### src/rtl/shift_tap_pkg.sv
// Shared constants and types for the 8x64 tapped shift-register controller.
//   DATA_W     : byte width of the shift-register input and request data
//   DEPTH      : register depth, which is also the sr_out position
//   TAP1..TAP3 : tap positions that are flagged valid once filled
//   FLUSH_VAL  : byte shifted into every position during a flush
//   fill_cnt_t : fill-depth counter, wide enough to hold DEPTH itself
package shift_tap_pkg;

  localparam int DATA_W = 8;
  localparam int DEPTH  = 64;
  localparam int TAP1   = 16;
  localparam int TAP2   = 32;
  localparam int TAP3   = 48;

  localparam logic [DATA_W-1:0] FLUSH_VAL = 8'h00;

  localparam int FILL_W  = $clog2(DEPTH + 1);
  localparam int FLUSH_W = $clog2(DEPTH);

  typedef logic [FILL_W-1:0] fill_cnt_t;

  typedef enum logic [1:0] {
    IDLE  = 2'd0,
    RUN   = 2'd1,
    FLUSH = 2'd2
  } sr_ctrl_state_t;

endpackage

### src/rtl/rr_arb2.sv
// Two-way round-robin arbiter.
//   clk, rst_n     : clock and asynchronous active-low reset
//   valid0, valid1 : request lines from the two streams
//   fire           : a transfer completed this cycle for the granted stream
//   grant          : stream index currently granted (combinational)
// A lone requester always wins; with both requesting, the stream that did
// not win the previous transfer wins. With nobody requesting the grant
// still points at the "next in turn" stream so its ready can be high early.
module rr_arb2 (
  input  logic clk,
  input  logic rst_n,
  input  logic valid0,
  input  logic valid1,
  input  logic fire,
  output logic grant
);

  // Resets to 1 so stream 0 is the first winner under contention.
  logic last_grant_reg;

  always_comb begin
    grant = ~last_grant_reg;
    if (valid0 && !valid1) begin
      grant = 1'b0;
    end else if (valid1 && !valid0) begin
      grant = 1'b1;
    end
  end

  always_ff @(posedge clk or negedge rst_n) begin
    if (!rst_n) begin
      last_grant_reg <= 1'b1;
    end else if (fire) begin
      last_grant_reg <= grant;
    end
  end

endmodule

### src/rtl/shift_8x64_tap_ctrl.sv
// Sequencer and arbiter for the 8x64 tapped shift register.
// Merges two valid/ready byte streams onto the register's shift/sr_in port,
// tracks how many valid bytes the register holds and runs a flush that
// overwrites every position with FLUSH_VAL.
//   clk, rst_n              : clock, asynchronous active-low reset
//   enable                  : accept stream data (RUN) or go back to IDLE
//   flush                   : one-cycle request to start a flush
//   req0_* / req1_*         : valid/ready byte streams
//   sr_shift, sr_in         : drive the shift register
//   grant_id                : stream shifted this cycle (only with a data fire)
//   fill_cnt                : valid bytes held, saturating at DEPTH
//   tap1/2/3_vld, out_vld   : tap / output positions hold valid data
//   busy                    : flush in progress
module shift_8x64_tap_ctrl
  import shift_tap_pkg::*;
(
  input  logic              clk,
  input  logic              rst_n,
  input  logic              enable,
  input  logic              flush,
  input  logic              req0_valid,
  input  logic [DATA_W-1:0] req0_data,
  output logic              req0_ready,
  input  logic              req1_valid,
  input  logic [DATA_W-1:0] req1_data,
  output logic              req1_ready,
  output logic              sr_shift,
  output logic [DATA_W-1:0] sr_in,
  output logic              grant_id,
  output logic [FILL_W-1:0] fill_cnt,
  output logic              tap1_vld,
  output logic              tap2_vld,
  output logic              tap3_vld,
  output logic              out_vld,
  output logic              busy
);

  sr_ctrl_state_t     state_reg;
  logic [FLUSH_W-1:0] flush_cnt_reg;
  fill_cnt_t          fill_cnt_reg;
  logic [DATA_W-1:0]  sr_in_reg;

  logic grant;
  logic fire;
  logic run;

  assign run  = (state_reg == RUN);
  assign busy = (state_reg == FLUSH);

  rr_arb2 u_arb (
    .clk    (clk),
    .rst_n  (rst_n),
    .valid0 (req0_valid),
    .valid1 (req1_valid),
    .fire   (fire),
    .grant  (grant)
  );

  // A pending flush masks both readies so a data fire can never share a
  // cycle with the flush start.
  assign req0_ready = run && !flush && !grant;
  assign req1_ready = run && !flush &&  grant;
  assign fire       = (req0_valid && req0_ready) || (req1_valid && req1_ready);

  assign sr_shift = fire || busy;
  assign grant_id = fire && grant;

  // Between shifts sr_in holds the last byte actually shifted.
  always_comb begin
    sr_in = sr_in_reg;
    if (busy) begin
      sr_in = FLUSH_VAL;
    end else if (fire) begin
      sr_in = grant ? req1_data : req0_data;
    end
  end

  assign fill_cnt = fill_cnt_reg;
  assign tap1_vld = (fill_cnt_reg >= fill_cnt_t'(TAP1));
  assign tap2_vld = (fill_cnt_reg >= fill_cnt_t'(TAP2));
  assign tap3_vld = (fill_cnt_reg >= fill_cnt_t'(TAP3));
  assign out_vld  = (fill_cnt_reg == fill_cnt_t'(DEPTH));

  always_ff @(posedge clk or negedge rst_n) begin
    if (!rst_n) begin
      state_reg     <= IDLE;
      flush_cnt_reg <= '0;
      fill_cnt_reg  <= '0;
      sr_in_reg     <= '0;
    end else begin
      if (sr_shift) begin
        sr_in_reg <= sr_in;
      end
      case (state_reg)
        IDLE: begin
          if (flush) begin
            state_reg     <= FLUSH;
            fill_cnt_reg  <= '0;
            flush_cnt_reg <= '0;
          end else if (enable) begin
            state_reg <= RUN;
          end
        end
        RUN: begin
          if (flush) begin
            state_reg     <= FLUSH;
            fill_cnt_reg  <= '0;
            flush_cnt_reg <= '0;
          end else begin
            if (!enable) begin
              state_reg <= IDLE;
            end
            if (fire && (fill_cnt_reg != fill_cnt_t'(DEPTH))) begin
              fill_cnt_reg <= fill_cnt_reg + 1'b1;
            end
          end
        end
        FLUSH: begin
          // flush/enable are only looked at once all DEPTH shifts are done.
          if (flush_cnt_reg == FLUSH_W'(DEPTH - 1)) begin
            state_reg     <= enable ? RUN : IDLE;
            flush_cnt_reg <= '0;
          end else begin
            flush_cnt_reg <= flush_cnt_reg + 1'b1;
          end
        end
        default: state_reg <= IDLE;
      endcase
    end
  end

endmodule

### config.mk
export PLATFORM = sky130hd
export DESIGN_NAME = shift_8x64_tap_ctrl
export DESIGN_NICKNAME = d
export VERILOG_FILES = /design/src/rtl/shift_tap_pkg.sv /design/src/rtl/rr_arb2.sv /design/src/rtl/shift_8x64_tap_ctrl.sv
export SDC_FILE = /design/constraint.sdc
export NUM_CORES = 1
export LEC_CHECK = 0
export BUFFER_PORTS_ARGS = -buffer_cell sky130_fd_sc_hd__buf_4
export CAP_MARGIN = 15
export CORE_MARGIN = 4
export CORE_UTILIZATION = 52
export DETAILED_ROUTE_END_ITERATION = 10
export GPL_ROUTABILITY_DRIVEN = 0
export PLACE_DENSITY = 0.82
export SLEW_MARGIN = 40
export SYNTH_ARGS = -nofsm -noshare
export SYNTH_HDL_FRONTEND = slang
export SYNTH_SLANG_ARGS = --single-unit
### constraint.sdc
create_clock -name clk -period 3.81 [get_ports clk]
set_input_delay 0.762 -clock clk [delete_from_list [all_inputs] [get_ports clk]]
set_output_delay 0.762 -clock clk [all_outputs]
set_load 0.01 [all_outputs]
== Word-level counts from Yosys, hierarchy flattened ==
Index checks and enable logic that the tools add are counted.

* Bits in read-only memories: 0
* RAM bits: 0
* Memories kept: 0
* Latch bits: 0
* Bits in registers: 24
* Output and inout port bits: 24

* Reductions and logical operators: 22
* Bitwise operators: 1
* Div/mod/pow operators: 0
* $mul: 0
* Add/subtract/negate cells: 2
* Shift operators: 0
* Mux-type cells: 19
* Equality and inequality tests: 11
* $lt $le $gt $ge: 3

{| class="wikitable"
|+ Operators with widths
! kind !! number
|-
| $mux W8 || 3
|-
| $mux W7 || 3
|-
| $ge A7 B6 Y1 const B || 2
|-
| $pmux W7 S2 || 1
|-
| $mux W6 || 2
|-
| $pmux W6 S2 || 1
|-
| $mux W2 || 5
|-
| $logic_and A1 B1 Y1 || 9
|-
| $add A7 B1 Y7 const B || 1
|-
| $eq A7 B7 Y1 const B || 1
|-
| $ge A7 B5 Y1 const B || 1
|-
| $ne A7 B7 Y1 const B || 1
|-
| $add A6 B1 Y6 const B || 1
|-
| $eq A6 B6 Y1 const B || 1
|-
| $ne A3 B3 Y1 const B || 2
|-
| $pmux W2 S3 || 1
|-
| $reduce_and A3 Y1 || 2
|-
| $logic_not A1 Y1 || 4
|-
| $ne A2 B1 Y1 const B || 2
|-
| $reduce_bool A2 Y1 || 2
|-
| $mux W1 || 3
|-
| $ne A3 B2 Y1 const B || 1
|-
| $eq A2 B1 Y1 const B || 1
|-
| $eq A2 B2 Y1 const B || 1
|-
| other kinds (6) || 7
|}

== Longest topological paths before layout ==
Gate-level depths: netlist of run 1.

* Depth in word-level cells: 12
* Gate-level depth with buffers: 6

== Cells and area by module ==
A second synthesis of run 1 with hierarchy kept.

* Cells, all modules: 151
* Area, all modules: 1416.4 um2

{| class="wikitable"
|+ Modules (own cells, without submodules)
! module !! seq. area each (um2) !! instances !! area an instance (um2) !! cells each
|-
| shift_8x64_tap_ctrl || 575.6 || 1 || 1340.0 || 143
|-
| rr_arb2 || 26.3 || 1 || 76.3 || 8
|}

== Worst setup path after synthesis of run 1 ==
No wires, ideal clock.

* Path kind: input to output
* From: input port req1_valid
* To: output port sr_in[0]
* Stages: 5
* Data required time: 3048 ps
* Slack: 1280 ps
* Arrival: 1768 ps
* Cells stage by stage: inv_1 maj3_1 buf_2 mux2i_1 o21ai_0

* Word-level cells in the longest chain between the ends: 9
* Elaborated cells on any way between the ends: 14
* Classes of those cells: mux: 5; reduce/logical: 9

{| class="wikitable"
|+ Ends and longest elaborated chain
! element !! RTL line !! source
|-
| start: declaration || shift_8x64_tap_ctrl.sv:24 || <nowiki>input logic req1_valid,</nowiki>
|-
| $logic_and A1 B1 Y1 or $logic_not A1 Y1 (tied branches) || rr_arb2.sv:25, rr_arb2.sv:23 ||
|-
| $mux W1 or $logic_and A1 B1 Y1 (tied branches) || rr_arb2.sv:25, rr_arb2.sv:23 ||
|-
| $mux W1 || rr_arb2.sv:23 || <nowiki>if (valid0 && !valid1) begin</nowiki>
|-
| $logic_not A1 Y1 || shift_8x64_tap_ctrl.sv:61 || <nowiki>assign req0_ready = run && !flush && !grant;</nowiki>
|-
| $logic_and A1 B1 Y1 || shift_8x64_tap_ctrl.sv:61 ||
|-
| $logic_and A1 B1 Y1 || shift_8x64_tap_ctrl.sv:63 || <nowiki>assign fire = (req0_valid && req0_ready) || (req1_valid && req1_ready);</nowiki>
|-
| $logic_or A1 B1 Y1 || shift_8x64_tap_ctrl.sv:63 ||
|-
| $mux W8 (*) || shift_8x64_tap_ctrl.sv:73 || <nowiki>end else if (fire) begin</nowiki>
|-
| $mux W8 (*) || shift_8x64_tap_ctrl.sv:71 || <nowiki>if (busy) begin</nowiki>
|-
| end: declaration || shift_8x64_tap_ctrl.sv:28 || <nowiki>output logic [DATA_W-1:0] sr_in,</nowiki>
|}

Mark *: on every way between the ends. The rest lies on a longest branch, timed or not.

== Worst setup path in the final report of run 1 ==
* From: input port flush
* To: output port sr_in[5]

* Word-level cells in the longest chain between the ends: 7
* Elaborated cells on any way between the ends: 9
* Classes of those cells: mux: 2; reduce/logical: 7

{| class="wikitable"
|+ Ends and longest elaborated chain
! element !! RTL line !! source
|-
| start: declaration || shift_8x64_tap_ctrl.sv:20 || <nowiki>input logic flush,</nowiki>
|-
| $logic_not A1 Y1 (*) || shift_8x64_tap_ctrl.sv:61, shift_8x64_tap_ctrl.sv:62 ||
|-
| $logic_and A1 B1 Y1 (*) || shift_8x64_tap_ctrl.sv:61, shift_8x64_tap_ctrl.sv:62 ||
|-
| $logic_and A1 B1 Y1 (on tied branches) || shift_8x64_tap_ctrl.sv:61, shift_8x64_tap_ctrl.sv:62 ||
|-
| $logic_and A1 B1 Y1 || shift_8x64_tap_ctrl.sv:63 ||
|-
| $logic_or A1 B1 Y1 (*) || shift_8x64_tap_ctrl.sv:63 ||
|-
| $mux W8 (*) || shift_8x64_tap_ctrl.sv:73 ||
|-
| $mux W8 (*) || shift_8x64_tap_ctrl.sv:71 ||
|}

Marked as above.

==> run_results.csv, run 1 <==
group,metric,value,unit
yosys,synth_edf_count,0,
place,place_area,1680,um^2
route,drc,0,
finish,drive_above_1_share,32.2,%
global_routing,grt_pass1_wl,5310,um
yosys,synthXorXnorAreaFrac,0.671,%
critical_path,cp-start-kind,"input pin",
route,via_per_inst,5.60,
global_routing,grt_max_degree,25,
clock_tree,path_clk_slew,0.14,ns
yosys,synthFlopType,"dfrtp_1",
global_routing,first_global_vias,1209,
clock_tree,cts_resized,0,
route,num_vias,1182,
sta,hold_viol,0,
yosys,synthesis.area,1310,um^2
place,portBuffers,45,
place,dpl.hpwl,2320,um
finish,largest_reg_flops,8,
route,wl_per_cell,14.4,um
sta,worstMarginPinSlew,0.742,ns
critical_path,rrSetupSlack,1.86,ns
outcome,status,"complete, no violations",
critical_path,crit_type,"input pin to primary output",
route,drt-total-wl,3030,um
sta,grt_setup_unrepaired,"false",
sta,max_freq,0.353,GHz
sta,slew_viol_final,0,
critical_path,crit_path_frequent_cell,"buf_4",
global_routing,overflow,0,
critical_path,endpoint_kind,"primary output",
yosys,ys_warn_count,0,
yosys,ys_types,34,
power,total_power,0.000799,W
finish,antenna_cells,0,
clock_tree,cts_sinks,24,
route,final_antenna_net_count,0,
clock_tree,cts_tree,"yes",
die,dieWidth,58.1,um
route,firstDrtPassIters,4,
yosys,synth.area.top_cells,"dfrtp_1 (44%), mux2i_1 (9.2%), o21ai_0 (8.1%), nand3_1 (4.6%), nand2_1 (4.6%)",
critical_path,cp_max_fo,23,
global_routing,antenna_found_initial,0,
power,leakage,0.846,nW
clock_tree,ctsHoldBuffers,0,
critical_path,path_cells,"buf_4 -> nor3b_2 -> o21ai_2 -> buf_4 -> o21ai_0 -> buf_4",
route,drtIter0Drc,49,
finish,fillCellCount,169,
yosys,synthArstFlopShare,100,%
sta,tns,0,ns
finish,area_growth,32.4,%
finish,final_area,1730,um^2
die,io_pins,46,
yosys,synth_fp_nets,162,
yosys,synth_simple_gate_area_share,21.3,%
critical_path,required,3.05,ns
yosys,synth_mux_area_share,9.20,%
critical_path,critPathArrivalTime,2.07,ns
die,die_y,58.1,um
yosys,synth-seq-cells,24,
clock_tree,cts_max_level,1,
sta,fin_crit,2.83,ns
global_routing,grtUsageTotal,19.7,%
yosys,synthAdderAreaFrac,3.64,%
worst_hold_path,hp-class,"input pin to asynchronous set/reset pin",
sta,fin_worst_skew,0.00487,ns
power,power_density,462,nW/um^2
run,max_cap_violations,0,
yosys,synthTopCellsByCount,"dfrtp_1 (23), o21ai_0 (21), nand2_1 (16)",
critical_path,slowest_stage,"nor3b_2",
yosys,synth-compound-area-share,16.3,%
die,core-area,2300,um^2
clock_tree,post_cts_buffers,0,
critical_path,slowest_delay,0.32,ns
clock_tree,clock_path_buffers,2,
yosys,synthCells,137,
yosys,synth_most_common_cell,"dfrtp_1",
yosys,synth_top_family_by_area,"simple AND/OR/NAND/NOR gates",
clock_tree,root_buffer,"clkbuf_4",
yosys,synth.yosys.seq_area_share,46.1,%
die,initial_core_util,56.8,%
sta,timing.slew.headroom,50.5,%
clock_tree,cts_made_buffers,3,
yosys,synth_area_leader_cell,"dfrtp_1",
sta,period_share,74.3,%
die,die_area,3380,um^2
finish,nNetsFinal,209,
finish,final_util,75.2,%
clock_tree,clk_latency,0.32,ns
yosys,synth_area_per_cell,9.53,um^2
sta,setup_viol,0,
power,peakVddDrop,0.363,mV
yosys,synth_top_area_share,44.1,%
die,rows,17,
-- worst max-delay path, delay by kind of cell --
| family | cells | cell delay, ns |
|---|---|---|
| simple gates | 1 | 0.32 |
| buf+inv | 3 | 0.52 |
| compound gates | 2 | 0.47 |
-- report_power, final --
group	internal [W]	total, W	switching (W)
logic	0.000110	0.000260	0.000150
clock network	0.000106	0.000186	0.0000794
registers	0.000304	0.000353	0.0000488
total	0.000521	0.000799	0.000278
-- final timing paths --
path / cells after the start / end / startpoint
max: 6 / sr_in[5] / flush
min: 1 / fill_cnt[5] / rst_n
max reg2reg: 5 / fill_cnt[5] / state_reg[1]
min reg2reg: 2 / sr_in_reg[7] / sr_in_reg[7]
max in group asynchronous: 1 / u_arb.last_grant_reg / rst_n
min in group clk: 2 / sr_in_reg[7] / sr_in_reg[7]
-- metal layers --
| metal | wire length [um] | global-route usage (%) | share of wire (%) |
|---|---|---|---|
| met3 | 199 | 2.67 | 6.6 |
| met2 | 1470 | 35.2 | 48 |
| met5 | 0 | 0 | 0 |
| met4 | 29 | 5.96 | 0.96 |
| met1 | 1330 | 24.7 | 44 |
-- logic make-up after synthesis --
| group | count (synthesis) |
|---|---|
| adder cells (fa/ha/maj) | 4 |
| AO/OA/AOI/OAI | 34 |
| AND/OR/NAND/NOR | 53 |
| XOR/XNOR | 1 |
| buffers and inverters | 9 |
| flip-flops | 24 |
| multiplexers | 12 |
-- through the flow --
step | setup slack [ns] | hold WS (ns) | cells
after global routing | 0.826 | 0.310 | 211
final | 0.980 | 0.309 | 211
after detailed placement | 1.01 | 0.489 | 207
after global placement | 0.747 | 0.480 | 207
after CTS | 0.994 | 0.314 | 211
after floorplan | 1.28 | 0.463 | 137
-- layout by cell type, fill, tap and decap left out, types with 2 or more instances in the layout --
cell type / netlist / layout
a21oi_1: 2 / 2
a22o_1: 3 / 3
and2_1: 3 / 3
buf_4: 0 / 47
clkbuf_4: 0 / 3
dfrtp_1: 23 / 23
ha_1: 3 / 3
inv_1: 4 / 4
mux2i_1: 12 / 12
nand2_1: 16 / 16
nand2b_1: 3 / 3
nand3_1: 12 / 12
nand4_1: 2 / 2
nor2_1: 5 / 5
nor3_1: 3 / 3
o21ai_0: 21 / 21
o311ai_0: 2 / 2
or2_2: 2 / 2
-- area by class of cell --
type / instances / area, um^2 / area share [%]
flip-flops and latches: 24 / 602 / 34.8
multi-input cells: 104 / 671 / 38.8
repair buffers: 47 / 353 / 20.4
clock inverters: 1 / 30.0 / 1.74
clock buffers: 3 / 22.5 / 1.30
well taps: 28 / 35.0 / 2.03
inverters: 4 / 15.0 / 0.869
Note: power is estimated with default switching activity, not from simulation.
==> run 2: changes to the inputs <==
- CORE_UTILIZATION: 52 -> 49
- PLACE_DENSITY: 0.82 -> 0.78
- clock period: 3.81 -> 2.8 ns (I/O delays scaled with it)
==> run_results.csv, run 2 (same netlist as run 1, synthesis figures left out) <==
group,metric,value,unit
outcome,status,"complete, no violations",
run,max_cap_violations,0,
clock_tree,clock_path_buffers,2,
critical_path,critPathArrivalTime,2.01,ns
sta,period_share,91.7,%
die,rows,18,
route,drtIter0Drc,48,
sta,max_freq,0.390,GHz
finish,regArea,602,um^2
finish,fillCellCount,200,
route,drc,0,
global_routing,first_global_vias,1128,
clock_tree,cts_made_buffers,3,
global_routing,overflow,0,
die,io_pins,46,
critical_path,slowest_stage,"dfstp_2",
route,drt-total-wl,2920,um
clock_tree,path_clk_slew,0.13,ns
clock_tree,ctsHoldBuffers,0,
global_routing,grt_pass1_wl,4960,um
clock_tree,cts_sinks,24,
sta,hold_viol,0,
critical_path,cp-start-kind,"flop",
power,leakage,0.834,nW
critical_path,slowest_delay,0.57,ns
clock_tree,cts_resized,0,
sta,fin_crit,2.57,ns
place,dpl.hpwl,2160,um
route,num_vias,1206,
finish,final_area,1700,um^2
clock_tree,root_buffer,"clkbuf_4",
route,firstDrtPassIters,4,
global_routing,grtUsageTotal,18.3,%
clock_tree,cts_max_level,1,
finish,mostFrequentLayoutCell,"buf_4",
sta,setup_viol,0,
finish,antenna_cells,0,
place,place_area,1670,um^2
sta,grt_setup_unrepaired,"false",
place,portBuffers,45,
die,initial_core_util,52.2,%
finish,nNetsFinal,208,
sta,worstMarginPinSlew,0.585,ns
worst_hold_path,hp-class,"input pin to asynchronous set/reset pin",
critical_path,cp_max_fo,11,
global_routing,antenna_found_initial,0,
route,via_per_inst,5.69,
sta,timing.slew.headroom,61.0,%
power,peakVddDrop,0.547,mV
critical_path,crit_type,"flop to primary output",
route,final_antenna_net_count,0,
finish,drive_above_1_share,31.3,%
finish,largest_reg_flops,8,
critical_path,required,2.24,ns
power,power_density,595,nW/um^2
critical_path,endpoint_kind,"primary output",
die,dieWidth,59.6,um
finish,multi_input_area,667,um^2
route,wl_per_cell,13.8,um
die,die_area,3550,um^2
die,die_y,59.6,um
clock_tree,cts_tree,"yes",
die,core-area,2500,um^2
finish,mostFrequentLayoutCells,"buf_4 (46), dfrtp_1 (23), o21ai_0 (21), nand2_1 (16)",
clock_tree,post_cts_buffers,0,
critical_path,path_cells,"maj3_1 -> mux2i_1 -> o21ai_0 -> buf_4",
finish,area_growth,30.5,%
global_routing,grt_max_degree,26,
sta,fin_worst_skew,0.00338,ns
clock_tree,clk_latency,0.32,ns
sta,tns,0,ns
sta,slew_viol_final,0,
-- run 2: cell types whose count changed in the layout (fill, tap and decap cells not counted), sizes merged --
cell,delta
clkbuf,+1
bufinv,-1
buf,-1
-- run 2: path summary, 6_finish.rpt --
check,startpoint,endpoint,slack [ns],cells after the start
max in group asynchronous,rst_n,u_arb.last_grant_reg,2.41,1
min in group clk,req0_valid,u_arb.last_grant_reg,0.41,2
hold reg to reg,sr_in_reg[5],sr_in_reg[5],0.52,2
setup reg to reg,state_reg[1],flush_cnt_reg[2],0.95,5
hold / removal,rst_n,fill_cnt[4],0.10,1
setup / recovery,u_arb.last_grant_reg,sr_in[2],0.23,4
-- run 2: per-layer routing --
metal,GRT usage [%],up-vias,wire (um)
li1,-,586,-
met1,24.1,560,1280
met2,28.9,51,1310
met3,3.92,9,252
met4,7.91,0,65
met5,0,-,0
-- run 2: where the power goes --
| part | switching, W | internal, W | total, W |
|---|---|---|---|
| logic | 0.000200 | 0.000148 | 0.000347 |
| clock network | 0.000107 | 0.0000796 | 0.000187 |
| registers | 0.0000641 | 0.000414 | 0.000478 |
-- run 2: final cells by class --
class	instances	share of cell area (%)
repair buffers	46	20.3
clock buffers	4	2.13
multi-input cells	104	39.2
well taps	30	2.20
flip-flops and latches	24	35.3
inverters	4	0.882
-- run 2: through the flow --
step | cells | utilization, % | power (W) | hold WS (ns) | worst slack [ns]
global route | 212 | 68.1 | 0.00108 | 0.118 | 0.102
CTS | 212 | 68.1 | 0.00101 | 0.118 | 0.238
detailed placement | 208 | 66.7 | 0.000831 | 0.476 | 0.403
global placement | 208 | 66.7 | 0.000814 | 0.474 | 0.402
finish | 212 | 68.1 | 0.00101 | 0.103 | 0.233
floorplan | 137 | - | 0.000703 | 0.264 | 0.674
-- run 2: worst max-delay path, delay by kind of cell, from the launching register on --
family	cells	cell delay (ns)
flops	1	0.57
fa+ha+maj	1	0.53
mux	1	0.29
buf+inv	1	0.16
compound gates	1	0.13
==> run 3: changes to the inputs <==
- CORE_UTILIZATION: 49 -> 44
- PLACE_DENSITY: 0.78 -> 0.74
- clock period: 2.8 -> 2.2 ns (I/O delays scaled with it)
==> run_results.csv, run 3 (same netlist as run 1, synthesis figures left out) <==
group,metric,value,unit
sta,slew_viol_final,0,
critical_path,r2r_end,"fill_cnt[3]",
sta,setup_ws,0.0934,ns
critical_path,rrSetupSlack,0.45,ns
power,peakVddDrop,0.445,mV
route,wl_met3,195,um
route,wl_per_cell,14.3,um
worst_hold_path,hp-class,"input pin to flop",
place,dpl.hpwl,2310,um
finish,largest_reg_flops,8,
worst_hold_path,min-delay-start,"req0_valid",
global_routing,grtUsageTotal,15.3,%
clock_tree,cts_sinks,24,
place,dp_slack,0.0406,ns
finish,antenna_cells,0,
clock_tree,cts_max_level,1,
sta,worstMarginPinSlew,0.385,ns
sta,setup_viol,0,
global_routing,overflow,0,
global_routing,antenna_found_initial,0,
sta,grt_setup_unrepaired,"true",
worst_hold_path,hold_path_depth,2,
clock_tree,cts_made_buffers,3,
critical_path,endpoint_kind,"primary output",
critical_path,rr_startpoint,"fill_cnt[0]",
sta,max_freq,0.475,GHz
route,routed-wl-met2,1460,um
finish,nNetsFinal,214,
route,met1_length,1450,um
die,core-area,2810,um^2
finish,area_growth,39.2,%
finish,drive_above_1_share,36.2,%
global_routing,grt_max_degree,26,
finish,mostFrequentLayoutCells,"buf_4 (49), dfrtp_1 (22), o21ai_0 (17), nand2_1 (16), nand3_1 (12)",
place,portBuffers,45,
power,power_density,790,nW/um^2
sta,fin_crit,2.11,ns
clock_tree,clk_latency,0.31,ns
critical_path,cp-start-kind,"flop",
clock_tree,root_buffer,"clkbuf_4",
route,firstDrtPassIters,4,
route,drtIter0Drc,74,
die,die_area,3900,um^2
worst_hold_path,hold-path-endpoint,"u_arb.last_grant_reg",
critical_path,r2r_cells,6,
power,total_power,0.00143,W
die,rows,19,
die,initial_core_util,46.5,%
critical_path,critPathArrivalTime,1.67,ns
route,drt-total-wl,3130,um
run,max_cap_violations,0,
critical_path,cp_max_fo,5,
route,highest_layer,"met4",
global_routing,grt_pass1_wl,5040,um
route,num_vias,1213,
clock_tree,path_clk_slew,0.14,ns
finish,mostFrequentLayoutCell,"buf_4",
sta,timing.slew.headroom,74.0,%
global_routing,first_global_vias,1162,
route,drc,0,
route,via_per_inst,5.54,
clock_tree,cts_tree,"yes",
sta,fin_worst_skew,0.00233,ns
die,dieWidth,62.5,um
die,io_pins,46,
sta,period_share,95.8,%
route,final_antenna_net_count,0,
clock_tree,clock_path_buffers,2,
power,leakage,0.880,nW
critical_path,crit_type,"flop to primary output",
critical_path,required,1.76,ns
die,die_y,62.5,um
sta,hold_viol,0,
outcome,status,"complete, no violations",
run 3: cell types whose count changed in the layout (fill, tap and decap cells not counted), sizes merged:
cell,delta
buf,+4
maj3,+1
bufinv,+1
clkbuf,-1
dlygate4sd3,+1
run 3: cell type report:
type | instances | area (um^2)
well taps | 31 | 38.8
fillers | 239 | 988
multi-input cells | 105 | 709
inverters | 4 | 15.0
flip-flops and latches | 24 | 603
clock buffers | 3 | 22.5
clock inverters | 1 | 30.0
repair buffers | 51 | 398
run 3: per-layer routing:
layer / vias up / GRT usage (%)
li1: 600 / -
met1: 570 / 19.4
met2: 41 / 26.1
met3: 2 / 3.24
met4: 0 / 4.96
met5: - / 0
run 3: repair_timing:
action,4_1_cts,5_1_grt
gates resized for setup,3,10
hold endpoints to repair,0,9
hold buffers,0,1
pin swaps,0,2
buffers inserted,0,3
cloned,0,1
endpoints found under the setup margin,8,9
run 3: where the power goes:
part           total, W  switching (W)  internal (W)
Combinational  0.000501       0.000276      0.000224
Clock          0.000320       0.000136      0.000184
Sequential     0.000614      0.0000847      0.000529
Total           0.00143       0.000497      0.000938
run 3: worst max-delay path by stage:
stage	from	endpoint	slack [ns]	cells past startpoint
after floorplan	req1_valid	sr_in[0]	0.31	5
after global placement	req1_valid	sr_in[3]	0.09	6
after detailed placement	req1_valid	sr_in[6]	0.04	6
after CTS	state_reg[1]	sr_in[6]	0.02	6
after global routing	u_arb.last_grant_reg	sr_in[5]	-0.02	4
final	u_arb.last_grant_reg	sr_in[0]	0.09	4
run 3: per-stage QoR:
stage	utilization, %	TNS, ns	instances	hold slack (ns)	area, um^2
2_1_floorplan	-	0	137	0.144	1310
3_3_place_gp	60.2	0	210	0.354	1690
3_5_place_dp	60.2	0	210	0.355	1690
4_1_cts	62.3	0	214	0.00351	1750
5_1_grt	64.8	-0.0393	219	0.313	1820
6_report	64.8	0	219	0.329	1820
run 3: worst max-delay path: stages, from the launching register on:
cell and delay [ns]:
dfstp_2 0.60, maj3_2 0.27, mux2i_1 0.23, o21ai_0 0.10, buf_4 0.15
